File: config.mk
export PLATFORM = sky130hd
export DESIGN_NAME = dmem_responder_flat
export DESIGN_NICKNAME = d
export VERILOG_FILES = /design/src/rtl/dmem_pkg.sv /design/src/rtl/dmem_responder_if.sv /design/src/rtl/dmem_load_ext.sv /design/src/rtl/dmem_responder.sv /design/src/flat_wrapper.sv
export SDC_FILE = /design/constraint.sdc
export NUM_CORES = 1
export LEC_CHECK = 0
export CAP_MARGIN = 20
export CELL_PAD_IN_SITES_DETAIL_PLACEMENT = 0
export CELL_PAD_IN_SITES_GLOBAL_PLACEMENT = 1
export CORE_ASPECT_RATIO = 1.1
export CORE_MARGIN = 1.5
export CORE_UTILIZATION = 30
export CTS_CLUSTER_SIZE = 8
export DETAILED_ROUTE_END_ITERATION = 16
export GPL_TIMING_DRIVEN = 0
export PLACE_DENSITY_LB_ADDON = 0.1
export SLEW_MARGIN = 20
export SYNTH_ARGS = -nofsm -noshare
export SYNTH_HDL_FRONTEND = slang
export SYNTH_SLANG_ARGS = --single-unit
File: constraint.sdc
create_clock -name clk -period 2.2 [get_ports clk]
set_clock_uncertainty 0.15 [all_clocks]
set_input_delay 0.44 -clock clk [delete_from_list [all_inputs] [get_ports clk]]
set_output_delay 0.44 -clock clk [all_outputs]
set_load 0.05 [all_outputs]
File: src/rtl/dmem_pkg.sv
// Shared types and helpers for the data-memory responder: FSM states, RV32I
// load/store funct3 codes, byte-enable, lane-replication and legality helpers.
package dmem_pkg;

    typedef enum logic [1:0] {
        IDLE = 2'd0,
        BUS  = 2'd1,
        DONE = 2'd2
    } state_e;

    localparam logic [2:0] F3_B  = 3'b000;
    localparam logic [2:0] F3_H  = 3'b001;
    localparam logic [2:0] F3_W  = 3'b010;
    localparam logic [2:0] F3_BU = 3'b100;
    localparam logic [2:0] F3_HU = 3'b101;

    function automatic logic [3:0] byte_en(input logic [1:0] size, input logic [1:0] addr_lo);
        case (size)
            2'b00:   byte_en = 4'b0001 << addr_lo;
            2'b01:   byte_en = addr_lo[1] ? 4'b1100 : 4'b0011;
            default: byte_en = 4'b1111;
        endcase
    endfunction

    // The bus slave picks the lane it needs from a replicated store word.
    function automatic logic [31:0] store_lanes(input logic [1:0] size, input logic [31:0] wdata);
        case (size)
            2'b00:   store_lanes = {4{wdata[7:0]}};
            2'b01:   store_lanes = {2{wdata[15:0]}};
            default: store_lanes = wdata;
        endcase
    endfunction

    function automatic logic is_legal(input logic write, input logic [2:0] funct3);
        if (write)
            is_legal = (funct3 == F3_B) || (funct3 == F3_H) || (funct3 == F3_W);
        else
            is_legal = (funct3 == F3_B) || (funct3 == F3_H) || (funct3 == F3_W) ||
                       (funct3 == F3_BU) || (funct3 == F3_HU);
    endfunction

    function automatic logic is_misaligned(input logic [1:0] size, input logic [1:0] addr_lo);
        is_misaligned = ((size == 2'b01) && addr_lo[0]) || ((size == 2'b10) && (addr_lo != 2'b00));
    endfunction

endpackage

File: src/rtl/dmem_responder_if.sv
// Word-wide external data bus between the responder (master) and memory (slave).
interface dmem_responder_if #(
    parameter int ADDR_W = 32
) ();
    logic              mem_req;
    logic              mem_we;
    logic [3:0]        mem_be;
    logic [ADDR_W-3:0] mem_addr;
    logic [31:0]       mem_wdata;
    logic [31:0]       mem_rdata;
    logic              mem_ack;

    modport master (
        output mem_req, mem_we, mem_be, mem_addr, mem_wdata,
        input  mem_rdata, mem_ack
    );

    modport slave (
        input  mem_req, mem_we, mem_be, mem_addr, mem_wdata,
        output mem_rdata, mem_ack
    );
endinterface

File: src/rtl/dmem_load_ext.sv
// Load lane select plus sign/zero extension of a bus word into a 32-bit result.
module dmem_load_ext
    import dmem_pkg::*;
(
    input  logic [2:0]  funct3,
    input  logic [1:0]  addr_lo,
    input  logic [31:0] word,
    output logic [31:0] result
);

    logic [7:0]  byte_sel;
    logic [15:0] half_sel;

    always_comb begin
        case (addr_lo)
            2'd0:    byte_sel = word[7:0];
            2'd1:    byte_sel = word[15:8];
            2'd2:    byte_sel = word[23:16];
            default: byte_sel = word[31:24];
        endcase
        half_sel = addr_lo[1] ? word[31:16] : word[15:0];
    end

    always_comb begin
        case (funct3)
            F3_B:    result = {{24{byte_sel[7]}}, byte_sel};
            F3_H:    result = {{16{half_sel[15]}}, half_sel};
            F3_W:    result = word;
            F3_BU:   result = {24'd0, byte_sel};
            F3_HU:   result = {16'd0, half_sel};
            default: result = 32'd0;
        endcase
    end

endmodule

File: src/rtl/dmem_responder.sv
// Data-memory responder: runs one req/ack bus cycle per core access and stalls
// the core until it completes. Optional macro DMEM_MISALIGN_CHECK_EN traps
// misaligned half/word accesses without touching the bus.
module dmem_responder
    import dmem_pkg::*;
#(
    parameter int ADDR_W   = 32,
    parameter int WAIT_MAX = 15
) (
    input  logic              clk,
    input  logic              rst_n,
    input  logic              mreq,
    input  logic              mem_write,
    input  logic [2:0]        funct3,
    input  logic [ADDR_W-1:0] addr,
    input  logic [31:0]       wdata,
    output logic              stall,
    output logic [31:0]       rdata,
    output logic              valid,
    output logic              bus_err,
    output logic              misalign,
    dmem_responder_if.master  bus
);

    localparam logic [7:0] WAIT_LAST = 8'(WAIT_MAX - 1);

    state_e            state_q, state_d;
    logic [7:0]        wait_cnt_q, wait_cnt_d;
    logic              mem_req_q, mem_req_d;
    logic              mem_we_q, mem_we_d;
    logic [3:0]        mem_be_q, mem_be_d;
    logic [ADDR_W-3:0] mem_addr_q, mem_addr_d;
    logic [31:0]       mem_wdata_q, mem_wdata_d;
    logic [31:0]       rdata_q, rdata_d;
    logic              bus_err_q, bus_err_d;
    logic              misalign_q, misalign_d;
    logic [2:0]        funct3_q, funct3_d;
    logic [1:0]        addr_lo_q, addr_lo_d;
    logic              misalign_req;
    logic [31:0]       load_data;

`ifdef DMEM_MISALIGN_CHECK_EN
    assign misalign_req = is_misaligned(funct3[1:0], addr[1:0]);
`else
    assign misalign_req = 1'b0;
`endif

    dmem_load_ext u_load_ext (
        .funct3  (funct3_q),
        .addr_lo (addr_lo_q),
        .word    (bus.mem_rdata),
        .result  (load_data)
    );

    always_comb begin
        // NOTE: every variable gets its hold value first so no path infers a latch.
        state_d     = state_q;
        wait_cnt_d  = wait_cnt_q;
        mem_req_d   = mem_req_q;
        mem_we_d    = mem_we_q;
        mem_be_d    = mem_be_q;
        mem_addr_d  = mem_addr_q;
        mem_wdata_d = mem_wdata_q;
        rdata_d     = rdata_q;
        bus_err_d   = bus_err_q;
        misalign_d  = misalign_q;
        funct3_d    = funct3_q;
        addr_lo_d   = addr_lo_q;

        case (state_q)
            IDLE: begin
                wait_cnt_d = 8'd0;
                bus_err_d  = 1'b0;
                misalign_d = 1'b0;
                if (mreq) begin
                    funct3_d  = funct3;
                    addr_lo_d = addr[1:0];
                    rdata_d   = 32'd0;
                    if (!is_legal(mem_write, funct3)) begin
                        bus_err_d = 1'b1;
                        state_d   = DONE;
                    end else if (misalign_req) begin
                        misalign_d = 1'b1;
                        state_d    = DONE;
                    end else begin
                        mem_req_d   = 1'b1;
                        mem_we_d    = mem_write;
                        mem_be_d    = byte_en(funct3[1:0], addr[1:0]);
                        mem_addr_d  = addr[ADDR_W-1:2];
                        mem_wdata_d = mem_write ? store_lanes(funct3[1:0], wdata) : 32'd0;
                        state_d     = BUS;
                    end
                end
            end
            BUS: begin
                wait_cnt_d = wait_cnt_q + 8'd1;
                // An ack on the final allowed cycle still completes the access.
                if (bus.mem_ack) begin
                    rdata_d   = mem_we_q ? 32'd0 : load_data;
                    mem_req_d = 1'b0;
                    state_d   = DONE;
                end else if (wait_cnt_q == WAIT_LAST) begin
                    bus_err_d = 1'b1;
                    rdata_d   = 32'd0;
                    mem_req_d = 1'b0;
                    state_d   = DONE;
                end
            end
            DONE: begin
                state_d    = IDLE;
                wait_cnt_d = 8'd0;
                bus_err_d  = 1'b0;
                misalign_d = 1'b0;
            end
            default: state_d = IDLE;
        endcase
    end

    always_ff @(posedge clk) begin
        // NOTE: reset is sampled on the clock edge; every register, data included, is cleared.
        if (!rst_n) begin
            state_q     <= IDLE;
            wait_cnt_q  <= 8'd0;
            mem_req_q   <= 1'b0;
            mem_we_q    <= 1'b0;
            mem_be_q    <= 4'd0;
            mem_addr_q  <= '0;
            mem_wdata_q <= 32'd0;
            rdata_q     <= 32'd0;
            bus_err_q   <= 1'b0;
            misalign_q  <= 1'b0;
            funct3_q    <= 3'd0;
            addr_lo_q   <= 2'd0;
        end else begin
            // NOTE: non-blocking assignments so all state updates see pre-edge values.
            state_q     <= state_d;
            wait_cnt_q  <= wait_cnt_d;
            mem_req_q   <= mem_req_d;
            mem_we_q    <= mem_we_d;
            mem_be_q    <= mem_be_d;
            mem_addr_q  <= mem_addr_d;
            mem_wdata_q <= mem_wdata_d;
            rdata_q     <= rdata_d;
            bus_err_q   <= bus_err_d;
            misalign_q  <= misalign_d;
            funct3_q    <= funct3_d;
            addr_lo_q   <= addr_lo_d;
        end
    end

    assign stall         = rst_n & mreq & (state_q != DONE);
    assign valid         = (state_q == DONE);
    assign rdata         = rdata_q;
    assign bus_err       = bus_err_q;
    assign misalign      = misalign_q;
    assign bus.mem_req   = mem_req_q;
    assign bus.mem_we    = mem_we_q;
    assign bus.mem_be    = mem_be_q;
    assign bus.mem_addr  = mem_addr_q;
    assign bus.mem_wdata = mem_wdata_q;

endmodule

File: src/flat_wrapper.sv
// flat-port wrapper written by rule: the top's interface ports become plain ports
module dmem_responder_flat import dmem_pkg::*;
#(
    parameter int ADDR_W   = 32,
    parameter int WAIT_MAX = 15
)
  (clk, rst_n, mreq, mem_write, funct3, addr, wdata, stall, rdata, valid, bus_err, misalign, bus_mem_req, bus_mem_we, bus_mem_be, bus_mem_addr, bus_mem_wdata, bus_mem_rdata, bus_mem_ack);
  dmem_responder_if #(.ADDR_W(ADDR_W)) bus_i ();
  input  logic clk;
  input  logic rst_n;
  input  logic mreq;
  input  logic mem_write;
  input  logic [2:0] funct3;
  input  logic [ADDR_W-1:0] addr;
  input  logic [31:0] wdata;
  output logic stall;
  output logic [31:0] rdata;
  output logic valid;
  output logic bus_err;
  output logic misalign;
  output wire logic [$bits(bus_i.mem_req)-1:0] bus_mem_req;
  output wire logic [$bits(bus_i.mem_we)-1:0] bus_mem_we;
  output wire logic [$bits(bus_i.mem_be)-1:0] bus_mem_be;
  output wire logic [$bits(bus_i.mem_addr)-1:0] bus_mem_addr;
  output wire logic [$bits(bus_i.mem_wdata)-1:0] bus_mem_wdata;
  input wire logic [$bits(bus_i.mem_rdata)-1:0] bus_mem_rdata;
  input wire logic [$bits(bus_i.mem_ack)-1:0] bus_mem_ack;
  assign bus_mem_req = bus_i.mem_req;
  assign bus_mem_we = bus_i.mem_we;
  assign bus_mem_be = bus_i.mem_be;
  assign bus_mem_addr = bus_i.mem_addr;
  assign bus_mem_wdata = bus_i.mem_wdata;
  assign bus_i.mem_rdata = bus_mem_rdata;
  assign bus_i.mem_ack = bus_mem_ack;
  dmem_responder #(.ADDR_W(ADDR_W), .WAIT_MAX(WAIT_MAX)) u_core (.clk(clk), .rst_n(rst_n), .mreq(mreq), .mem_write(mem_write), .funct3(funct3), .addr(addr), .wdata(wdata), .stall(stall), .rdata(rdata), .valid(valid), .bus_err(bus_err), .misalign(misalign), .bus(bus_i));
endmodule
**Word level (Yosys, flattened, before mapping)**

Index checks and enable logic that the tools add are counted.

- Register bits after elaboration: 116
- Bits of input ports: 104
- Output and inout bits: 104
- Word-level logic and storage cells: 85

- Add/subtract/negate cells: 1
- Equal/unequal tests: 20
- Shift-type cells: 1
- Mux-type cells: 31
- Bitwise logic cells: 2
- Reductions and logical operators: 19

Operator list:

| kind | number |
|---|---|
| 32-bit two-way mux | 5 |
| 32-bit one-hot mux with 5 select lines | 1 |
| 32-bit one-hot mux with 2 select lines | 2 |
| 8-bit one-hot mux with 3 select lines | 1 |
| 16-bit two-way mux | 1 |
| 8-bit one-hot mux with 2 select lines | 1 |
| 3-bit == test (second input constant) | 4 |
| 1-bit two-way mux | 11 |
| 3-bit AND reduction | 3 |
| 8-bit by 1-bit adder with 8-bit output (second input constant) | 1 |
| 8-bit by 4-bit == test with 1-bit output (second input constant) | 1 |
| 2-bit two-way mux | 4 |
| 4-bit one-hot mux with 2 select lines | 1 |
| 2-bit by 1-bit == test with 1-bit output (second input constant) | 3 |
| 3-bit by 1-bit == test with 1-bit output (second input constant) | 2 |
| 3-bit by 2-bit == test with 1-bit output (second input constant) | 2 |
| 2-bit zero test | 3 |
| 3-bit zero test | 2 |
| 2-bit inequality test (second input constant) | 3 |
| 2-bit == test (second input constant) | 2 |
| 1-bit logical OR | 4 |
| 4-bit two-way mux | 1 |
| 2-bit by 1-bit inequality test with 1-bit output (second input constant) | 2 |
| 2-bit one-hot mux with 2 select lines | 1 |
| other kinds (10) | 13 |

**Depth between registers and ports, before layout**

Gate-level depths: netlist of the first run.

- Depth after elaboration: 11
- Depth in mapped cells: 9
- Mapped depth without buffers: 6

**Modules after synthesis**

From an unflattened synthesis of the first run, not the netlist that was laid out.

- Cell total of the unflattened synthesis: 698
- Area total of the unflattened synthesis: 5868.1 sq um

By module, submodules not included:

| module | instances | cells each | area each (sq um) | seq. area each (sq um) |
|---|---|---|---|---|
| dmem_responder | 1 | 565 | 4823.4 | 2322.2 |
| dmem_load_ext | 1 | 133 | 1044.8 | 0.0 |

**Worst setup path before layout of the first run**

OpenSTA, ideal clock, no wires.

- Path type: in2out
- From: in rst_n
- To: out stall
- Arrival: 1.687 ns
- Required time: 1.610 ns
- Path slack: -0.077 ns
- Cell stages on the path: 4
- Path buffers: 2
- Cells stage by stage: clkbuf_1 clkbuf_1 nand2_1 nor2_1

- Word-level cells in the longest chain between the ends: 2

RTL lines:

| what | line | RTL |
|---|---|---|
| start: declaration | flat_wrapper.sv:10 | `input logic rst_n;` |
| 1-bit bitwise AND (2 in a row) | dmem_responder.sv:151 | `assign stall = rst_n & mreq & (state_q != DONE);` |
| end: declaration | flat_wrapper.sv:16 | `output logic stall;` |

No other way between the ends.

**Final worst setup path of the first run**

- From: reg u_core.addr_lo_q[0]
- To: reg u_core.rdata_q[14] (netlist: u_core.rdata[14])

- Word-level cells in the longest chain between the ends: 6
- Elaborated cells between the ends (all ways): 8
- Classes of those cells: eq/ne: 2; mux: 5; reduce/logical: 1

RTL lines:

| what | line | RTL |
|---|---|---|
| start: declaration | dmem_responder.sv:38 | `logic [1:0] addr_lo_q, addr_lo_d;` |
| start signal: assignment | dmem_responder.sv:147 | `addr_lo_q <= addr_lo_d;` |
| 2-bit == test, or another cell as far along | dmem_load_ext.sv:15 | `case (addr_lo)` |
| 8-bit one-hot mux with 3 select lines * | dmem_load_ext.sv:15 |  |
| 32-bit one-hot mux with 5 select lines * | dmem_load_ext.sv:25 | `case (funct3)` |
| 32-bit two-way mux * | dmem_responder.sv:99 | `rdata_d = mem_we_q ? 32'd0 : load_data;` |
| 32-bit two-way mux * | dmem_responder.sv:98 | `if (bus.mem_ack) begin` |
| 32-bit one-hot mux with 2 select lines * | dmem_responder.sv:70 | `case (state_q)` |
| end signal: assignment | dmem_responder.sv:143 | `rdata_q <= rdata_d;` |
| end: declaration | dmem_responder.sv:34 | `logic [31:0] rdata_q, rdata_d;` |

Every way passes the cells marked *; elsewhere a longest branch is shown, timed or not.
A chain may end at the register's enable or synchronous reset.

==> impl_results.md, run 1 <==
* Outcome: completed
* Gpl congestion at 0.839
* Hold Buf Count CTS at 0
* Critical path arrival at 2.31 ns
* Most frequent cells in the layout: clkdlybuf4s50_1, nand2_1, dfxtp_1
* Lkg Pwr at 3.73 nW
* Grt ovf at 0
* Final nets at 996
* DIE WIDTH at 135 µm
* Busiest metal layer after global routing: met2
* First-pass GRT wire length at 32.3 mm
* # fillers at 1,786
* FF-to-FF End: u_core.rdata[14]
* Synth-to-Final Area Change at 57.4%
* Hold Startpoint: u_core.bus.mem_wdata[19]
* Synth Area per Inst at 8.81 µm²
* Clock Latency Late Sink at 0.41 ns
* Seq/Total Area, Yosys at 40.3%
* CTS sink count at 116
* Fraction of registers with async set/reset at 0%
* Most used DFF post-synth: dfxtp_1
* Met1 Usage GRT at 24.3%
* Fin crit share at 99.3%
* WL per Instance at 18.2 µm
* CP Launch Type: register
* Most common cell after layout, fill and taps aside: clkdlybuf4s50_1
* Top achievable clock speed at 458 MHz
* Row cnt at 52
* Clock Pin Slew Worst Setup and Hold Paths at 0.05 ns
* Reg2reg path depth at 5
* Post-synthesis cell type count at 57
* Pin count of the biggest net entering global routing at 17
* Met3 GRT Util at 6.75%
* WHS Endpoint: u_core.bus.mem_wdata[19]
* CTS max path bufs at 2
* Post-synth EDFFs at 0
* GRT Total Usage at 20.9%
* Crit end category: register
* Share of layout cells above drive strength 1 at 15.5%
* WL final at 20.8 mm
* CTS tree: done
* DR iter-0 viols at 346
* Max VDD drop at 568 µV
* Worst Setup SP: u_core.addr_lo_q[0]
* Worst Hold Depth at 2
* CP max FO at 8
* Num CTS Buffers at 17
* Final Max Slew Viols at 0
* Final Hold Viols at 0
* Dpl hpwl at 15.5 mm
* Crit path kind: register to register
* Synthesis Warnings at 0
* Max-cap violations at 0
* Core area at 0.0186 mm²
* Worst EP required at 2.32 ns
* Overall die height at 148 µm
* Worst Tran Pin Value at 0.613 ns
* Antenna cells at 0
* FF+latch count, synth at 116
* Pre-CTS setup slack at -1.51 ns
* Clk root buf: clkbuf_16
* Min Tclk post-route at 2.18 ns
* Pwr Density at 738 mW/mm²
* Initial Util at 31.0%
* Antenna violations before repair at 0
* Area of the die at 0.0200 mm²
* Hold Path Class: register to register
* Number of global-route vias before repair at 6,063
* DR vias at 5,820
* Global Route met2 Usage at 35.2%
* Via-per-instance ratio at 5.10
* Final Power at 6.69 mW
* Gate count after technology mapping at 654
* R2R Setup Slk at 0.02 ns
* Final Setup Violations at 0
* Multi-input logic area at 0.00329 mm²
* Pre-antenna DRT Iters at 7
* Crit path setup slack, layout at 0.0162 ns
* Sequential cell area at 0.00233 mm²
* Rel. slew slack at 59.1%
* H-tree levels at 4
* Finished Core Util at 48.7%
* DRC viols at 0
* Port Buffer Count at 205
* RSZ-0062 raised after global routing: true
* Syn_nets at 765
* I/O pin total at 208
* Reg2reg start: u_core.addr_lo_q[0]
* Post-route ant nets at 0
* Post-Syn Area at 0.00576 mm²
## power breakdown
group          leakage, nW  switching (mW)  internal (mW)
Clock                0.290           0.994           1.87
Combinational         2.50           0.924          0.654
Sequential           0.943          0.0624           2.19
## final cells by class
| cell class | instances | share of cell area [%] |
|---|---|---|
| multi-input cells | 473 | 36.2 |
| well taps | 243 | 3.35 |
| repair buffers | 215 | 24.0 |
| clock buffers | 24 | 5.31 |
| plain buffers | 54 | 3.66 |
| flip-flops and latches | 116 | 25.7 |
| inverters | 8 | 0.331 |
| clock inverters | 8 | 1.37 |
## cell families (layout without fill, tap and decap cells)
group	Yosys count	in the layout	share of synthesized area, %
AND/OR/NAND/NOR	211	211	17.0
AO/OA/AOI/OAI	191	191	25.2
flip-flops	116	116	40.3
buffers and inverters	65	309	4.54
multiplexers	57	57	10.5
adder cells (fa/ha/maj)	7	7	1.52
XOR/XNOR	6	6	0.912
other	1	1	0.0651
## metal layers
metal	up-vias	share of wire (%)	wire, µm
li1	2819	-	-
met3	36	8.1	1680
met4	0	3.1	648
met1	2747	41	8530
met2	218	48	9950
met5	-	0	0
## critical path, cell delays in order (launching register included)
cell,delay [ns]
dfxtp_1,0.32
buf_6,0.15
mux2_2,0.38
a22o_4,0.30
a222oi_1,0.59
o22ai_1,0.15
## synthesized netlist by cell type, types with 11 or more instances
cell      number  area (µm²)
mux2_2        26         293
clkbuf_1      45         169
nor2b_1       31         194
a21boi_0      13        97.6
a22oi_1       25         188
mux2i_1       31         310
nand2_1      127         477
a21boi_1      32         240
o22ai_1       15        93.8
nand3_1       11        55.1
dfxtp_1      116        2320
o21ai_0       20         100
o211ai_1      25         188
nor2_1        20        75.1
## worst max path at each step
stage | slack [ns] | depth (start not counted) | endpoint
3_5_place_dp | -1.51 | 6 | stall
5_1_grt | -0.02 | 5 | u_core.rdata[14]
6_report | 0.02 | 5 | u_core.rdata[14]
4_1_cts | 0.001 | 5 | u_core.rdata[13]
3_3_place_gp | -1.41 | 6 | stall
2_1_floorplan | 0.04 | 7 | u_core.rdata[20]
## registers in the layout (all words and copies together) (netlist names)
register              flops
u_core.bus.mem_wdata     32
u_core.rdata             32
u_core.bus.mem_addr      30
u_core.wait_cnt_q         8
u_core.bus.mem_be         4
u_core.funct3_q           3
u_core.addr_lo_q          2
u_core.state_q            2
u_core.bus.mem_req        1
u_core.bus.mem_we         1
u_core.bus_err            1
## repair_timing
item | in CTS | in global routing
setup buffers | 9 | 1
pin swaps | 6 | 5
gates resized for setup | 66 | 65
setup endpoints to repair | 109 | 106
## metrics by stage
step / std cells / setup TNS [ns] / hold WS [ns] / area, µm²
after floorplan: 654 / 0 / 0.322 / 5760
after global placement: 1102 / -70.94 / 0.291 / 8120
after detailed placement: 1102 / -74.80 / 0.298 / 8120
after CTS: 1141 / 0 / 0.292 / 8920
after global routing: 1141 / -0.0284 / 0.324 / 9070
final: 1141 / 0 / 0.299 / 9070
Power figures use the tool's default switching activity.
==> run 2, diff against run 1 <==
--- a/config.mk
+++ b/config.mk
@@ -15,7 +15,6 @@
 export DETAILED_ROUTE_END_ITERATION = 16
 export GPL_TIMING_DRIVEN = 0
 export PLACE_DENSITY_LB_ADDON = 0.1
-export SLEW_MARGIN = 20
 export SYNTH_ARGS = -nofsm -noshare
 export SYNTH_HDL_FRONTEND = slang
 export SYNTH_SLANG_ARGS = --single-unit
==> results of run 2 <==
Same layout as run 1: the final DEF is identical, and so are final timing and power.
==> run 3, diff against run 2 <==
--- a/config.mk
+++ b/config.mk
@@ -9,7 +9,6 @@
 export CELL_PAD_IN_SITES_DETAIL_PLACEMENT = 0
 export CELL_PAD_IN_SITES_GLOBAL_PLACEMENT = 1
 export CORE_ASPECT_RATIO = 1.1
-export CORE_MARGIN = 1.5
 export CORE_UTILIZATION = 30
 export CTS_CLUSTER_SIZE = 8
 export DETAILED_ROUTE_END_ITERATION = 16
==> impl_results.md, run 3 (synthesized netlist as in run 1, its figures left out) <==
* Top achievable clock speed at 464 MHz (+1.3%)
* Fin area at 0.00907 mm² (about the same)
* Core area at 0.0186 mm² (unchanged)
* Pin count of the biggest net entering global routing at 17 (unchanged)
* Clock Latency Late Sink at 0.41 ns (about the same)
* Sequential cell area at 0.00233 mm² (unchanged)
* Worst Path Buf+Inv at 1 (unchanged)
* RSZ-0062 raised after global routing: false
* CTS sink count at 116 (unchanged)
* Hold Startpoint: mem_write
* Rel. slew slack at 49.9% (-9.2 points)
* Number of global-route vias before repair at 5,884 (-3.0%)
* Worst Hold Depth at 3 (+1)
* Synth-to-Final Area Change at 57.4% (about the same)
* Crit path kind: register to primary output
* Critical path arrival at 1.57 ns (-0.74 ns)
* TNS Setup at 0 ns (unchanged)
* CP max-delay cell: clkdlybuf4s50_1
* Pwr Density at 748 mW/mm² (+1.4%)
* WHS Endpoint: u_core.bus.mem_wdata[18]
* Most frequent cells in the layout: clkdlybuf4s50_1, nand2_1, dfxtp_1
* Worst Tran Pin Value at 0.752 ns (+0.138 ns)
* Reg2reg start: u_core.addr_lo_q[0]
* CTS max path bufs at 2 (unchanged)
* DRC viols at 0 (unchanged)
* Initial Util at 31.0% (unchanged)
* Pre-antenna DRT Iters at 4 (-3)
* # fillers at 1,835 (+2.7%)
* Post-route ant nets at 0 (unchanged)
* CP max FO at 2 (-6)
* Hold slack at 0.296 ns (-0.00315 ns)
* Multi-input logic area at 0.00329 mm² (+0.11%)
* Crit end category: primary output
* I/O pin total at 208 (unchanged)
* Num CTS Buffers at 17 (unchanged)
* Outcome: completed
* Final nets at 992 (-0.40%)
* Final Max Slew Viols at 0 (unchanged)
* Lkg Pwr at 3.95 nW (+5.8%)
* Crit-path max cell delay at 0.81 ns (+0.22 ns)
* Via-per-instance ratio at 5.06 (-0.86%)
* CP top delay family: buffers and inverters
* Gpl congestion at 0.845 (+0.71%)
* Reg2reg path depth at 5 (unchanged)
* Grt ovf at 0 (unchanged)
* DR vias at 5,750 (-1.2%)
* DR iter-0 viols at 246 (-29%)
* R2R Setup Slk at 0.10 ns (+0.08 ns)
* GRT Total Usage at 21.1% (+0.21 points)
* Fin crit share at 98.0% (-1.2 points)
* Area of the die at 0.0198 mm² (-1.4%)
* Placed cell areas at 0.00812 mm² (unchanged)
* Min Tclk post-route at 2.16 ns (-0.0270 ns)
* DIE WIDTH at 134 µm (-0.74%)
* Row cnt at 52 (unchanged)
* Share of layout cells above drive strength 1 at 15.4% (-0.043 points)
* CTS tree: done
* Overall die height at 147 µm (-0.67%)
* Max VDD drop at 537 µV (-5.5%)
* WL per Instance at 18.2 µm (-0.30%)
* Hold Path Class: input pin to register
* Antenna violations before repair at 0 (unchanged)
* CP Launch Type: register
* First-pass GRT wire length at 32.0 mm (-1.0%)
* H-tree levels at 4 (unchanged)
* Antenna cells at 0 (unchanged)
* Dpl hpwl at 15.6 mm (+0.41%)
* Most common cell after layout, fill and taps aside: clkdlybuf4s50_1
* Clock Pin Slew Worst Setup and Hold Paths at 0.05 ns (about the same)
* Final Setup Violations at 0 (unchanged)
* WL final at 20.7 mm (-0.65%)
* Port Buffer Count at 205 (unchanged)
* Worst path cell trace: clkdlybuf4s50_1
* Clk root buf: clkbuf_16
* Hold Buf Count CTS at 0 (unchanged)
* Final Hold Viols at 0 (unchanged)
* Final Power at 6.78 mW (+1.3%)
* Critical Path Stages at 1 (-4)
* Max-cap violations at 0 (unchanged)
* Worst EP required at 1.61 ns (-0.71 ns)
* FF-to-FF End: u_core.rdata[13]
## run 3: changes by cell type in the layout (fill, tap and decap cells not counted), moves of 3 or more
cell	change
clkdlybuf4s50_1	-18
dlymetal6s2s_1	+11
dlygate4sd2_1	+7
clkbuf_8	-5
buf_6	-3
clkbuf_1	-3
## run 3: report_power, final
part	switching [mW]	leakage [nW]	total (mW)	internal, mW
Clock	1.03	0.299	2.99	1.96
Sequential	0.0593	0.943	2.25	2.19
Combinational	0.913	2.71	1.54	0.630
## run 3: worst max path at each step
stage                        startpoint           endpoint  slack [ns]
2_1_floorplan      u_core.wait_cnt_q[1]   u_core.rdata[20]        0.04
3_3_place_gp                      rst_n              stall       -1.38
3_5_place_dp                      rst_n              stall       -1.44
4_1_cts         u_core.bus.mem_wdata[8]   bus_mem_wdata[8]       0.001
5_1_grt         u_core.bus.mem_wdata[1]   bus_mem_wdata[1]      0.0005
6_report       u_core.bus.mem_wdata[22]  bus_mem_wdata[22]        0.04
## run 3: layout make-up
type / count / area share, %
Multi-Input combinational cell: 473 / 36.3
Tap cell: 243 / 3.35
Buffer: 51 / 2.99
Clock buffer: 20 / 5.04
Clock inverter: 12 / 1.96
Timing Repair Buffer: 214 / 24.3
Sequential cell: 116 / 25.7
Inverter: 8 / 0.331
## run 3: through the flow
step	instances	utilization (%)	setup slack [ns]
after floorplan	654	-	0.0378
after global placement	1102	43.6	-1.38
after detailed placement	1102	43.6	-1.44
after CTS	1139	47.9	0.00105
after global routing	1137	48.7	0.000538
final	1137	48.7	0.0432
## run 3: routing by layer
layer | track usage [%] | up-vias | share of wire (%)
met5 | 0 | - | 0
met4 | 7.30 | 0 | 1.6
met3 | 6.73 | 17 | 7.0
met2 | 36.5 | 172 | 50
met1 | 24.4 | 2753 | 41
li1 | - | 2808 | -
## run 3: repair_timing
| action | 4_1_cts | 5_1_grt |
|---|---|---|
| buffers inserted | 9 | 0 |
| resized for setup | 62 | 77 |
| pin swaps | 5 | 2 |
| endpoints found under the setup margin | 116 | 128 |
==> RTL change (settings of run 3) <==
The 3 states of `state_e` get a one-hot encoding in 3 bits.
--- a/src/rtl/dmem_pkg.sv
+++ b/src/rtl/dmem_pkg.sv
@@ -2,10 +2,10 @@
 // load/store funct3 codes, byte-enable, lane-replication and legality helpers.
 package dmem_pkg;
 
-    typedef enum logic [1:0] {
-        IDLE = 2'd0,
-        BUS  = 2'd1,
-        DONE = 2'd2
+    typedef enum logic [2:0] {
+        IDLE = 3'b001,
+        BUS  = 3'b010,
+        DONE = 3'b100
     } state_e;
 
     localparam logic [2:0] F3_B  = 3'b000;
Function: no difference found for any inputs over 4 cycles, from zero or initial values and one cycle with rst_n low; so few cycles prove little.
==> RTL change against run 3 <==
- count of clock-buffer cells in the layout increased by 1
- via count decreased by 5.6%
- setup slack got worse by 0.011 ns
- area after synthesis decreased by 4.7%
- total power decreased by 3.2%
- combinational power decreased by 14%
- synthesized cell count decreased by 8.1%
- routed wire length decreased by 9.0%
- utilization increased by 0.45 points
- sequential cell count increased by 1
- cell area decreased by 3.4%
- clock power about the same
- largest cell class unchanged
- largest power group unchanged
==> RTL change: results <==
{
  "grt_pass1_vias": 5359,
  "dr.pass1.iters": 5,
  "dp_slack_ns": -1.56,
  "status": "complete, no violations",
  "grt_pass1_wl_um": 28600,
  "synth-async-reset-ratio_pct": 0,
  "peakVddDrop_mv": 0.502,
  "yosysUniqueCellTypes": 56,
  "synth_area_leaders": "dfxtp_1, a21boi_0, nand2_1",
  "worstHoldStart": "u_core.bus.mem_wdata[7]",
  "rr_startpoint": "u_core.addr_lo_q[1]",
  "fill_cells": 1660,
  "leakage_nw": 3.75,
  "vias_per_cell": 5.02,
  "die_x_um": 131,
  "layout.nets": 937,
  "startpoint": "u_core.rdata[6]",
  "hold_path_class": "reg -> reg",
  "syn_nets": 707,
  "p_int_mw": 4.77,
  "place_area_um2": 7850,
  "grtUsageTotal_pct": 20.2,
  "gp_congestion": 0.796,
  "drtIter0Drc": 294,
  "synthTopCellsByCount": "dfxtp_1, nand2_1, a21boi_0, nand3_1, clkbuf_1",
  "wl_um": 18800
}
## RTL change: cell count changes after synthesis, moves of 10 or more
cell	change
a21boi_0	+56
nand3_1	+26
clkbuf_1	-12
mux2_2	-10
a21boi_1	-32
a32o_2	-10
mux2i_1	-16
nand2_1	-13
o22ai_1	-15
nor2b_1	-23
o211ai_1	-25
o2bb2ai_1	+32
## RTL change: path summary, 6_finish.rpt
| kind | end | slack [ns] | cells past startpoint |
|---|---|---|---|
| setup / recovery | rdata[6] | 0.03 | 1 |
| hold / removal | u_core.bus.mem_wdata[7] | 0.31 | 2 |
| setup reg to reg | u_core.rdata[6] | 0.09 | 7 |
| hold reg to reg | u_core.bus.mem_wdata[7] | 0.31 | 2 |
## RTL change: metrics by stage
step                instances  power [mW]
floorplan                 601        3.04
global placement         1044        3.54
detailed placement       1044        3.55
CTS                      1078        6.59
global route             1082        6.81
finish                   1082        6.57
## RTL change: power groups by stage
stage / Clock (mW) / Sequential [mW] / Combinational [mW]
after floorplan: 0 / 2.49 / 0.546
after global placement: 0 / 2.28 / 1.26
after detailed placement: 0 / 2.28 / 1.27
after CTS: 3.05 / 2.24 / 1.30
after global routing: 3.14 / 2.25 / 1.42
final: 3.00 / 2.24 / 1.33
## RTL change: area by class of cell
class | count | area (um^2) | area share [%]
buffer | 54 | 309 | 3.53
sequential | 117 | 2340 | 26.8
clock inverter | 11 | 174 | 1.99
multi-input combinational | 423 | 2960 | 33.8
timing repair buffer | 213 | 2180 | 24.9
tap | 238 | 298 | 3.40
inverter | 5 | 18.8 | 0.214
clock buffer | 21 | 470 | 5.37
## RTL change: routing by layer
metal | global-route usage (%) | up-vias | part of all wire [%] | routed length, um
li1 | - | 2653 | - | -
met1 | 24.3 | 2531 | 41 | 7750
met2 | 33.4 | 220 | 49 | 9280
met3 | 5.85 | 25 | 7.7 | 1460
met4 | 8.05 | 0 | 1.8 | 335
met5 | 0 | - | 0 | 0
## RTL change: logic make-up (layout without fill, tap and decap cells)
group,after synthesis,count (layout),share of synthesized area (%)
xor gates and xnor gates,1,1,0.160
DFF,117,117,42.7
buffers and inverters,61,304,5.06
muxes,39,39,9.30
and+or+nand+nor,204,204,17.4
other,1,1,0.0683
adders and majority gates,3,3,0.638
AOI/OAI and AO/OA,175,175,24.7
## RTL change: what timing repair did
item / CTS / global route
setup endpoints to repair: 110 / 120
setup buffers: 3 / 5
pin swaps: 2 / 2
gates resized for setup: 50 / 58
hold buffers: 0 / 0
